--- config.mk ---
export PLATFORM = sky130hd
export DESIGN_NAME = edge_detect_mc
export DESIGN_NICKNAME = d
export VERILOG_FILES = /design/src/rtl/edge_pkg.sv /design/src/rtl/edge_detect_mc_chan.sv /design/src/rtl/edge_detect_mc.sv
export SDC_FILE = /design/constraint.sdc
export NUM_CORES = 1
export LEC_CHECK = 0
export BUFFER_PORTS_ARGS = -buffer_cell sky130_fd_sc_hd__clkbuf_2
export CAP_MARGIN = 10
export CORE_MARGIN = 2
export CORE_UTILIZATION = 48
export DETAILED_ROUTE_END_ITERATION = 8
export PLACE_DENSITY = 0.8
export SKIP_CTS_REPAIR_TIMING = 1
export SLEW_MARGIN = 10
export SYNTH_ARGS = -nofsm -noshare
export SYNTH_HDL_FRONTEND = slang
export SYNTH_SLANG_ARGS = --single-unit
--- constraint.sdc ---
create_clock -name clkb -period 2.3 [get_ports clkb]
set_input_delay 0.115 -clock clkb [delete_from_list [all_inputs] [get_ports clkb]]
set_output_delay 0.115 -clock clkb [all_outputs]
set_load 0.03 [all_outputs]
--- src/rtl/edge_pkg.sv ---
// ============================================================================
//  edge_pkg : shared types, mode encodings and parameter limits for edge_detect_mc
//  Revision : 1.0
// ============================================================================
`default_nettype none

package edge_pkg;

    typedef logic [1:0] edge_mode_t;

    localparam edge_mode_t MODE_OFF  = 2'b00;
    localparam edge_mode_t MODE_RISE = 2'b01;
    localparam edge_mode_t MODE_FALL = 2'b10;
    localparam edge_mode_t MODE_BOTH = 2'b11;

    localparam int SYNC_STAGES_MIN = 2;
    localparam int SYNC_STAGES_MAX = 4;
    localparam int FILT_CYC_MIN    = 1;
    localparam int FILT_CYC_MAX    = 255;

    // Selects which of the detected transitions are reported for a given mode.
    function automatic logic mode_hit(edge_mode_t m, logic rise, logic fall);
        logic hit;
        hit = 1'b0;
        case (m)
            MODE_OFF:  hit = 1'b0;
            MODE_RISE: hit = rise;
            MODE_FALL: hit = fall;
            MODE_BOTH: hit = rise | fall;
            default:   hit = 1'b0;
        endcase
        return hit;
    endfunction

endpackage

`default_nettype wire

--- src/rtl/edge_detect_mc_chan.sv ---
// ============================================================================
//  edge_chan : one channel - synchroniser, glitch filter, edge detect, sticky
//              flag and (with EDGE_CNT_EN) a saturating event counter
//  Revision  : 1.0
// ============================================================================
`default_nettype none

module edge_chan
    import edge_pkg::*;
#(
    parameter int SYNC_STAGES = 2,
    parameter int FILT_CYC    = 1
`ifdef EDGE_CNT_EN
    ,
    parameter int CNT_W       = 8
`endif
) (
    input  logic             clk_i,
    input  logic             rst_i,
    input  logic             data_i,
    input  edge_mode_t       mode_i,
    input  logic             clr_i,
    output logic             pulse_o,
    output logic             level_o,
    output logic             flag_o
`ifdef EDGE_CNT_EN
    ,
    output logic [CNT_W-1:0] cnt_o
`endif
);

    localparam int              FC_W    = $clog2(FILT_CYC + 1);
    localparam logic [FC_W-1:0] FC_LAST = FC_W'(FILT_CYC - 1);
    localparam logic [FC_W-1:0] FC_ONE  = FC_W'(1);

    logic [SYNC_STAGES-1:0] sync_q;
    logic                   sync_s;
    logic [FC_W-1:0]        fc_q, fc_d;
    logic                   level_q, level_d;
    logic                   pulse_q, pulse_d;
    logic                   flag_q, flag_d;

    assign sync_s = sync_q[SYNC_STAGES-1];

    always_comb begin
        fc_d    = fc_q;
        level_d = level_q;
        if (sync_s == level_q) begin
            fc_d = '0;
        end else if (fc_q == FC_LAST) begin
            level_d = sync_s;
            fc_d    = '0;
        end else begin
            fc_d = fc_q + FC_ONE;
        end
        // Compare next-state level against current so the pulse lines up with level.
        pulse_d = mode_hit(mode_i, level_d & ~level_q, ~level_d & level_q);
        flag_d  = pulse_q | (flag_q & ~clr_i);
    end

    always_ff @(posedge clk_i) begin
        if (rst_i) begin
            sync_q  <= '0;
            fc_q    <= '0;
            level_q <= 1'b0;
            pulse_q <= 1'b0;
            flag_q  <= 1'b0;
        end else begin
            sync_q  <= {sync_q[SYNC_STAGES-2:0], data_i};
            fc_q    <= fc_d;
            level_q <= level_d;
            pulse_q <= pulse_d;
            flag_q  <= flag_d;
        end
    end

    assign pulse_o = pulse_q;
    assign level_o = level_q;
    assign flag_o  = flag_q;

`ifdef EDGE_CNT_EN
    logic [CNT_W-1:0] cnt_q, cnt_d;

    always_comb begin
        cnt_d = cnt_q;
        if (clr_i) begin
            cnt_d = CNT_W'(pulse_q);
        end else if (pulse_q && (cnt_q != '1)) begin
            cnt_d = cnt_q + CNT_W'(1);
        end
    end

    always_ff @(posedge clk_i) begin
        if (rst_i) begin
            cnt_q <= '0;
        end else begin
            cnt_q <= cnt_d;
        end
    end

    assign cnt_o = cnt_q;
`endif

endmodule

`default_nettype wire

--- src/rtl/edge_detect_mc.sv ---
// ============================================================================
//  edge_detect_mc : multi-channel synchronising edge detector with sticky flags
//                   Optional macro EDGE_CNT_EN adds per-channel event counters.
//  Revision       : 1.0
// ============================================================================
`default_nettype none

module edge_detect_mc
    import edge_pkg::*;
#(
    parameter int CH          = 4,
    parameter int SYNC_STAGES = 2,
    parameter int FILT_CYC    = 1,
    parameter int CNT_W       = 8
) (
    input  logic              clkb,
    input  logic              rstb,
    input  logic [CH-1:0]     dataa,
    input  logic [2*CH-1:0]   mode,
    input  logic [CH-1:0]     clr,
    output logic [CH-1:0]     doutb,
    output logic [CH-1:0]     level,
    output logic [CH-1:0]     flag
`ifdef EDGE_CNT_EN
    ,
    output logic [CH*CNT_W-1:0] evcnt
`endif
);

    if ((SYNC_STAGES < SYNC_STAGES_MIN) || (SYNC_STAGES > SYNC_STAGES_MAX)) begin : g_bad_sync
        $error("edge_detect_mc: SYNC_STAGES out of range");
    end
    if ((FILT_CYC < FILT_CYC_MIN) || (FILT_CYC > FILT_CYC_MAX)) begin : g_bad_filt
        $error("edge_detect_mc: FILT_CYC out of range");
    end
    if ((CH < 1) || (CNT_W < 1)) begin : g_bad_width
        $error("edge_detect_mc: CH and CNT_W must be at least 1");
    end

    for (genvar i = 0; i < CH; i++) begin : g_chan
        edge_chan #(
            .SYNC_STAGES (SYNC_STAGES),
            .FILT_CYC    (FILT_CYC)
`ifdef EDGE_CNT_EN
            ,
            .CNT_W       (CNT_W)
`endif
        ) u_chan (
            .clk_i   (clkb),
            .rst_i   (rstb),
            .data_i  (dataa[i]),
            .mode_i  (edge_mode_t'(mode[2*i +: 2])),
            .clr_i   (clr[i]),
            .pulse_o (doutb[i]),
            .level_o (level[i]),
            .flag_o  (flag[i])
`ifdef EDGE_CNT_EN
            ,
            .cnt_o   (evcnt[i*CNT_W +: CNT_W])
`endif
        );
    end

endmodule

`default_nettype wire

=== Word-level counts from Yosys, hierarchy flattened ===
Index checks and enable logic that the tools add are counted.

* Register bits after elaboration: 24
* Output and inout bits: 12
* Logic and storage cells: 96

* Add/sub/neg operators: 4
* Equal/unequal tests: 16
* Multiplexer cells: 12
* Bitwise gates (word level): 36
* Reduce and logical (&&, ||, !) cells: 8

{| class="wikitable"
|+ Operator list
! operator !! number
|-
| equality test 2 bit (second input constant) || 8
|-
| NOT 1 bit || 16
|-
| case mux 1 bit (4 select lines) || 4
|-
| bitwise AND 1 bit || 12
|-
| OR reduction 3 bit || 4
|-
| equality test 2 x 1 -> 1 bit (second input constant) || 4
|-
| zero test 2 bit || 4
|-
| two-way mux 1 bit || 8
|-
| OR 1 bit || 8
|-
| adder 1 bit (second input constant) || 4
|-
| equality test 1 bit || 4
|}

=== Depth between registers and ports, before layout ===
Gate-level depths: netlist (run 1).

* Word-level depth: 6
* Mapped depth: 5
* Depth with buffers taken out: 5

=== Modules after synthesis ===
Synthesis (run 1) repeated with hierarchy kept, for this count alone.

* Cell total of the unflattened synthesis: 92
* Area, all modules: 955.9 um^2

{| class="wikitable"
|+ By module, submodules not included
! module !! instances !! cells each !! area an instance (um^2) !! seq. area each (um^2)
|-
| edge_chan || 4 || 23 || 239.0 || 120.1
|}

=== Worst setup path before layout (run 1) ===
No wires, ideal clock.

* Kind: reg-to-reg
* Start: reg g_chan[0].u_chan.fc_q
* End: reg g_chan[0].u_chan.pulse_q
* Setup time: 0.091 ns
* Arrival time: 1.152 ns
* Required time: 2.209 ns
* Slack: 1.058 ns
* Stages on the path, launching flop included: 5
* Cell sequence: dfxtp_1 -> mux2i_1 -> ha_1 -> nand2b_1 -> a311oi_1

* Cells in the longest elaborated chain, start to end: 6
* Elaborated cells between the ends (all ways): 7
* Those cells by class: mux: 3; bitwise: 4

{| class="wikitable"
|+ RTL lines
! item !! line !! RTL
|-
| start, declared || edge_detect_mc_chan.sv:38 || <nowiki>logic [FC_W-1:0] fc_q, fc_d;</nowiki>
|-
| start signal, assigned || edge_detect_mc_chan.sv:64 || <nowiki>fc_q <= '0;</nowiki>
|-
| start signal, assigned || edge_detect_mc_chan.sv:70 || <nowiki>fc_q <= fc_d;</nowiki>
|-
| two-way mux 1 bit (*) || edge_detect_mc_chan.sv:50 || <nowiki>end else if (fc_q == FC_LAST) begin</nowiki>
|-
| two-way mux 1 bit (*) || edge_detect_mc_chan.sv:48 || <nowiki>if (sync_s == level_q) begin</nowiki>
|-
| NOT 1 bit || edge_detect_mc_chan.sv:57 || <nowiki>pulse_d = mode_hit(mode_i, level_d & ~level_q, ~level_d & level_q);</nowiki>
|-
| bitwise AND 1 bit || edge_detect_mc_chan.sv:57 ||
|-
| OR 1 bit || edge_pkg.sv:29 || <nowiki>MODE_BOTH: hit = rise | fall;</nowiki>
|-
| case mux 1 bit (4 select lines) (*) || edge_pkg.sv:25 || <nowiki>case (m)</nowiki>
|-
| end signal, assigned || edge_detect_mc_chan.sv:72 || <nowiki>pulse_q <= pulse_d;</nowiki>
|-
| end, declared || edge_detect_mc_chan.sv:40 || <nowiki>logic pulse_q, pulse_d;</nowiki>
|}

Every way passes the cells marked *; elsewhere a longest branch is shown, timed or not.
A chain may end at the register's enable or synchronous reset.

=== Final worst setup path (run 1) ===
Same ends and word-level chain as after synthesis.

==> metrics.cfg, run 1 <==
[sta]
report.final.hold_viol_count = 0
rsz0062_at_grt = no
setup_tns_ps = 0
finalMaxSlewViolations = 0
layout_worst_path_cycle_share = 0.606
hold_ws_ps = 9.55
fmax_mhz = 718
clock-skew-final_ps = 4.15
finalWorstSetupSlack_ps = 907
final-setup-viol-count = 0
min_period_ps = 1390

[final_layout]
final_nets = 151
layout.cells.most_common_list = sky130_fd_sc_hd__clkbuf_2, sky130_fd_sc_hd__dfxtp_1, sky130_fd_sc_hd__inv_1
layout_commonest_cell = sky130_fd_sc_hd__clkbuf_2
drive_gt1_frac = 0.274
area_delta_synth_final_pct = 13.9
post-route-cell-area_mm2 = 0.00115
nFillCells = 187
n_antenna_cell = 0

[cts]
cts_num_sinks = 24
clk_transition_reported_paths_ps = 120
worst_skew_pair_later_pin_latency_ps = 300
cts_buffer_depth = 2
numCtsBuffers = 3
tritoncts = built
ctsHtreeMaxLevel = 1
clk_root_buffer_cell = sky130_fd_sc_hd__clkbuf_4

[grt]
wire_length_of_the_first_global_routing_pass_mm = 2.38
first_global_vias = 586
largest_net_degree_at_the_start_of_global_routing = 22
grt_antenna_before_repair = 0
grt_util_all_layers = 0.125
global_route.overflow_total = 0

[die]
pin_count = 30
core_area_mm2 = 0.00196
std_cell_rows = 16
die_y_um = 49.8
floorplan.die.width_um = 49.8
dieArea_mm2 = 0.00248
initial_core_util = 0.513

[placed_design]
routabilityCongestion = 0.658
sum_of_net_half_perimeters_after_detailed_placement_mm = 1.10
pre_cts_slack_ps = 940
dpl_cell_area_mm2 = 0.00109
port_buffers = 29

[power_and_ir_drop]
irDropWorstVdd_mv = 0.364
p_leak_nw = 0.559
clock_power_share = 0.289
comb_power_share = 0.109
netSwitchingPower_mw = 0.168
p_int_mw = 0.566
power.sequential.fraction = 0.602
p_sw_frac = 0.229
power_density_mw_per_mm2 = 641

[route]
detail_route.wirelength_mm = 1.42
routed_via_density = 4.35
drtPass1Iterations = 4
drtAntennaViolNets = 0
detail_route.wl_per_cell_um = 9.40
routed-via-count = 657
post-route-drc-count = 0
drt-initial-drc-count = 10

[critical_path]
worstPathArrival_ps = 1610
worst-setup-path-type = reg2reg
timing.critical_path.fanout_max = 3
endpoint_kind = register
critPathRequiredTime_ps = 2510
crit_path_start_kind = register

[synth]
yosysWarningCount = 0
share_of_synthesized_area_occupied_by_flip_flops_and_latches = 0.478
syn_avg_cell_area_um2 = 10.1
flip_flop_and_latch_count_after_synthesis = 24
syn_area_mm2 = 0.00101
syn_inst = 100
synth.lib_cells_used.distinct = 16

[hold_path]
min_path_type = in2reg

[flow_run]
cap_violations = 0

[status]
run_status = complete, no violations

-- registers in the layout (all words and copies together) (netlist names) --
signal,flops
g_chan.u_chan.fc_q,4
g_chan.u_chan.flag_o,4
g_chan.u_chan.level_o,4
g_chan.u_chan.pulse_o,4
g_chan.u_chan.sync_q,8
-- kinds of logic after synthesis --
| kind of cell | after synthesis | share of synthesized area |
|---|---|---|
| AO/OA/AOI/OAI | 11 | 0.0771 |
| adder cells (fa/ha/maj) | 8 | 0.0995 |
| buffers and inverters | 27 | 0.154 |
| flip-flops | 24 | 0.478 |
| multiplexers | 4 | 0.0398 |
| other | 1 | 0.00373 |
| AND/OR/NAND/NOR | 25 | 0.148 |
-- stage by stage --
stage               instances   util  power [mW]
finish                    151  0.584       0.734
global route              151  0.584       0.777
CTS                       149  0.574       0.744
detailed placement        145  0.555       0.530
global placement          145  0.555       0.524
floorplan                 103      -       0.512
-- Yosys cell counts (all sizes together) --
cell      n  area (µm²)
a311oi    3        26.3
mux2i     4        40.0
and2      1        6.26
buf      14         106
nand4bb   1        11.3
conb      1        3.75
o41ai     1        16.3
nor2b     8        50.1
inv      13        48.8
nand2b   10        62.6
nor2      5        18.8
a21oi     7        35.0
dfxtp    24         480
ha        8         100
-- critical path, stage by stage (launching register included) --
cell and delay, ps:
sky130_fd_sc_hd__dfxtp_1 350, sky130_fd_sc_hd__mux2i_1 270, sky130_fd_sc_hd__ha_1 270, sky130_fd_sc_hd__nand2b_1 140, sky130_fd_sc_hd__a311oi_1 260
-- layout make-up --
type                            count  area [µm²]  area share
Clock buffer                        4        36.3      0.0317
Tap cell                           27        33.8      0.0295
Multi-Input combinational cell     52         382       0.333
Inverter                           13        48.8      0.0426
Timing Repair Buffer               31         165       0.144
Sequential cell                    24         480       0.419
-- power groups by stage --
| stage | clock [mW] | sequential [mW] | combinational (mW) |
|---|---|---|---|
| CTS | 0.223 | 0.442 | 0.0786 |
| detailed placement | 0 | 0.452 | 0.0780 |
| global placement | 0 | 0.450 | 0.0741 |
| finish | 0.212 | 0.442 | 0.0800 |
| floorplan | 0 | 0.450 | 0.0624 |
| global route | 0.242 | 0.445 | 0.0897 |
-- metal layers --
metal | global-route usage | vias to the layer above | part of all wire | wire length, µm
met5 | 0 | - | 0 | 0
met4 | 0.0417 | 0 | 0.0070 | 10
met3 | 0.0364 | 2 | 0.050 | 71
met2 | 0.224 | 16 | 0.54 | 760
met1 | 0.139 | 294 | 0.41 | 577
li1 | - | 345 | - | -
-- worst paths after layout --
path                                                          start                                    end  slack (ps)  cells after the start
worst max register to register     g_chan[0].u_chan.fc_q$_SDFF_PP0_    g_chan[0].u_chan.pulse_o$_SDFF_PP0_         910                      4
worst max-delay path               g_chan[0].u_chan.fc_q$_SDFF_PP0_    g_chan[0].u_chan.pulse_o$_SDFF_PP0_         910                      4
worst min-delay path                                       dataa[3]  g_chan[3].u_chan.sync_q[0]$_SDFF_PP0_          10                      2
worst min register to register  g_chan[1].u_chan.pulse_o$_SDFF_PP0_     g_chan[1].u_chan.flag_o$_SDFF_PP0_         450                      2
(Power assumes the default switching activity.)
==> inputs of run 2 (changes only) <==
--- a/config.mk
+++ b/config.mk
@@ -5,12 +5,13 @@
 export SDC_FILE = /design/constraint.sdc
 export NUM_CORES = 1
 export LEC_CHECK = 0
+export ABC_AREA = 1
 export BUFFER_PORTS_ARGS = -buffer_cell sky130_fd_sc_hd__clkbuf_2
 export CAP_MARGIN = 10
 export CORE_MARGIN = 2
 export CORE_UTILIZATION = 48
 export DETAILED_ROUTE_END_ITERATION = 8
-export PLACE_DENSITY = 0.8
+export PLACE_DENSITY = 0.79
 export SKIP_CTS_REPAIR_TIMING = 1
 export SLEW_MARGIN = 10
 export SYNTH_ARGS = -nofsm -noshare
==> constraint.sdc (replaced) <==
create_clock -name clkb -period 1.5 [get_ports clkb]
set_input_delay 0.075 -clock clkb [delete_from_list [all_inputs] [get_ports clkb]]
set_output_delay 0.075 -clock clkb [all_outputs]
set_load 0.03 [all_outputs]
==> metrics.cfg, run 2 <==
[synth]
syn_inst = 140
syn_area_mm2 = 0.00107
yosysWarningCount = 0
most_used_flip_flop_cell_after_synthesis = sky130_fd_sc_hd__dfxtp_1
postSynth.asyncResetShare = 0
synth.top_cells.by_area = sky130_fd_sc_hd__dfxtp_1, sky130_fd_sc_hd__inv_1, sky130_fd_sc_hd__nor2_1
synth.lib_cells_used.distinct = 12
flip_flop_and_latch_count_after_synthesis = 24
syn_avg_cell_area_um2 = 7.68
post-synth-top-area-cell = sky130_fd_sc_hd__dfxtp_1
synthMostInstantiatedCell = sky130_fd_sc_hd__inv_1
synth_top_cells_by_count = sky130_fd_sc_hd__inv_1, sky130_fd_sc_hd__nor2_1, sky130_fd_sc_hd__dfxtp_1, sky130_fd_sc_hd__nand2_1, sky130_fd_sc_hd__buf_4
area_share_of_the_leading_cell_type_in_the_synthesized_netlist = 0.447
synth_edf_count = 0
share_of_synthesized_area_occupied_by_flip_flops_and_latches = 0.447

[grt]
first_global_vias = 731
global_route.overflow_total = 0
largest_net_degree_at_the_start_of_global_routing = 18
grt_util_all_layers = 0.137
wire_length_of_the_first_global_routing_pass_mm = 2.64
grt_antenna_before_repair = 0

[die]
dieArea_mm2 = 0.00263
core_area_mm2 = 0.00217
initial_core_util = 0.495
pin_count = 30
die_y_um = 51.3
floorplan.die.width_um = 51.3
std_cell_rows = 17

[hold_path]
worstHoldPathCells = 4
holdCritStartpoint = clr[3]
endpoint_with_the_worst_hold_slack = g_chan[3].u_chan.flag_o$_SDFF_PP0_
min_path_type = in2reg

[final_layout]
area_delta_synth_final_pct = 12.8
drive_gt1_frac = 0.224
post-route-util = 0.559
final_nets = 193
nFillCells = 209
n_antenna_cell = 0
multi_input_comb_area_um2 = 365
largest_reg_flops = 8
area_taken_by_flip_flops_and_latches_um2 = 480
layout_commonest_cell = sky130_fd_sc_hd__inv_1
layout.cells.most_common_list = sky130_fd_sc_hd__inv_1, sky130_fd_sc_hd__clkbuf_2, sky130_fd_sc_hd__nor2_1
max_flop_register = g_chan.u_chan.sync_q

[critical_path]
r2r-end = g_chan[0].u_chan.pulse_o$_SDFF_PP0_
worst-path-buf-inv = 2
r2r_slack_ps = 280
endpoint_kind = register
crit_path_cell_trace = inv_1, nand2_1, o21ai_2, ha_1, inv_1, nand2_1, nand2_1, nor2_1, nor2_1
worstPathArrival_ps = 1430
critical-path-top-cell-by-count = sky130_fd_sc_hd__nand2_1
max_stage_delay_ps = 380
timing.critical_path.fanout_max = 3
ff2ff_path_depth = 9
timing.critical_path.max_delay_family = flip-flops
r2r-start = g_chan[0].u_chan.level_o$_SDFF_PP0_
critPathRequiredTime_ps = 1720
worst-setup-path-type = reg2reg
crit_path_start_kind = register
crit_slowest_cell = sky130_fd_sc_hd__dfxtp_1

[route]
drt-initial-drc-count = 5
post-route-drc-count = 0
routed-via-count = 812
drtAntennaViolNets = 0
drtPass1Iterations = 4
routed_via_density = 4.21
detail_route.wirelength_mm = 1.60
detail_route.wl_per_cell_um = 8.30

[cts]
ctsHtreeMaxLevel = 1
tritoncts = built
worst_skew_pair_later_pin_latency_ps = 300
clk_transition_reported_paths_ps = 120
cts_num_sinks = 24
cts_buffer_depth = 2
clk_root_buffer_cell = sky130_fd_sc_hd__clkbuf_4
numCtsBuffers = 3

[placed_design]
sum_of_net_half_perimeters_after_detailed_placement_mm = 1.27
routabilityCongestion = 0.660
port_buffers = 29
pre_cts_slack_ps = 304

[sta]
fmax_mhz = 823
final-setup-viol-count = 0
hold_ws_ps = 36.5
finalMaxSlewViolations = 0
clock-skew-final_ps = 8.09
rsz0062_at_grt = no
min_period_ps = 1220
report.final.hold_viol_count = 0
finalWorstSetupSlack_ps = 284
layout_worst_path_cycle_share = 0.811
setup_tns_ps = 0

[flow_run]
cap_violations = 0

[status]
run_status = complete, no violations

[power_and_ir_drop]
irDropWorstVdd_mv = 0.636
p_leak_nw = 0.708
power_density_mw_per_mm2 = 952

==> run 2: cell count changes after synthesis, sizes merged, moves of 3 or more <==
cell    before  now
a21oi        7    4
a311oi       3    0
inv         13   33
mux2i        4    0
nand2        0   24
nand2b      10    0
nor2         5   28
nor2b        8    0
o21ai        0    4
==> run 2: cells by family (layout without fill, tap and decap cells) <==
family | Yosys count | after routing | synth area share
simple gates | 52 | 52 | 0.182
buf+inv | 47 | 69 | 0.224
flops | 24 | 24 | 0.447
fa+ha+maj | 8 | 8 | 0.0931
compound gates | 8 | 8 | 0.0512
other cells | 1 | 4 | 0.00349
==> run 2: where the power goes <==
group | total [mW] | leakage, nW | internal, mW | switching (mW)
logic | 0.199 | 0.496 | 0.0764 | 0.123
clock network | 0.264 | 0.0138 | 0.0936 | 0.170
registers | 0.691 | 0.199 | 0.673 | 0.0178
total | 1.15 | 0.708 | 0.843 | 0.311
==> run 2: metal layers <==
metal | track usage | vias up | part of all wire
met5 | 0 | - | 0
met2 | 0.286 | 16 | 0.58
met1 | 0.107 | 356 | 0.36
met4 | 0.0833 | 0 | 0.014
li1 | - | 436 | -
met3 | 0.0380 | 4 | 0.046
==> run 2: worst max path at each step <==
stage                                                    from                             endpoint  cells past startpoint
after floorplan           g_chan[0].u_chan.level_o$_SDFF_PP0_  g_chan[0].u_chan.pulse_o$_SDFF_PP0_                      9
after global placement    g_chan[0].u_chan.level_o$_SDFF_PP0_  g_chan[0].u_chan.pulse_o$_SDFF_PP0_                      9
after detailed placement  g_chan[0].u_chan.level_o$_SDFF_PP0_  g_chan[0].u_chan.pulse_o$_SDFF_PP0_                      9
after CTS                 g_chan[0].u_chan.level_o$_SDFF_PP0_  g_chan[0].u_chan.pulse_o$_SDFF_PP0_                      9
after global routing      g_chan[1].u_chan.level_o$_SDFF_PP0_  g_chan[1].u_chan.pulse_o$_SDFF_PP0_                      9
final                     g_chan[0].u_chan.level_o$_SDFF_PP0_  g_chan[0].u_chan.pulse_o$_SDFF_PP0_                      9
==> run 2: tightest hold or removal path, cell delays in order <==
cell and delay (ps):
sky130_fd_sc_hd__clkbuf_2 80, sky130_fd_sc_hd__inv_1 40, sky130_fd_sc_hd__a21oi_1 50, sky130_fd_sc_hd__nor2_1 70
==> run 2: metrics by stage <==
step	instances	power [mW]	area [µm²]
after global routing	193	1.23	1210
after CTS	189	1.17	1170
after global placement	186	0.885	1150
after detailed placement	186	0.898	1150
after floorplan	143	0.867	1090
final	193	1.15	1210
==> run 2: cell type report <==
| class | count | area share |
|---|---|---|
| Clock buffer | 3 | 0.0186 |
| Tap cell | 28 | 0.0289 |
| Inverter | 33 | 0.102 |
| Sequential cell | 24 | 0.396 |
| Timing Repair Buffer | 33 | 0.153 |
| Multi-Input combinational cell | 72 | 0.301 |
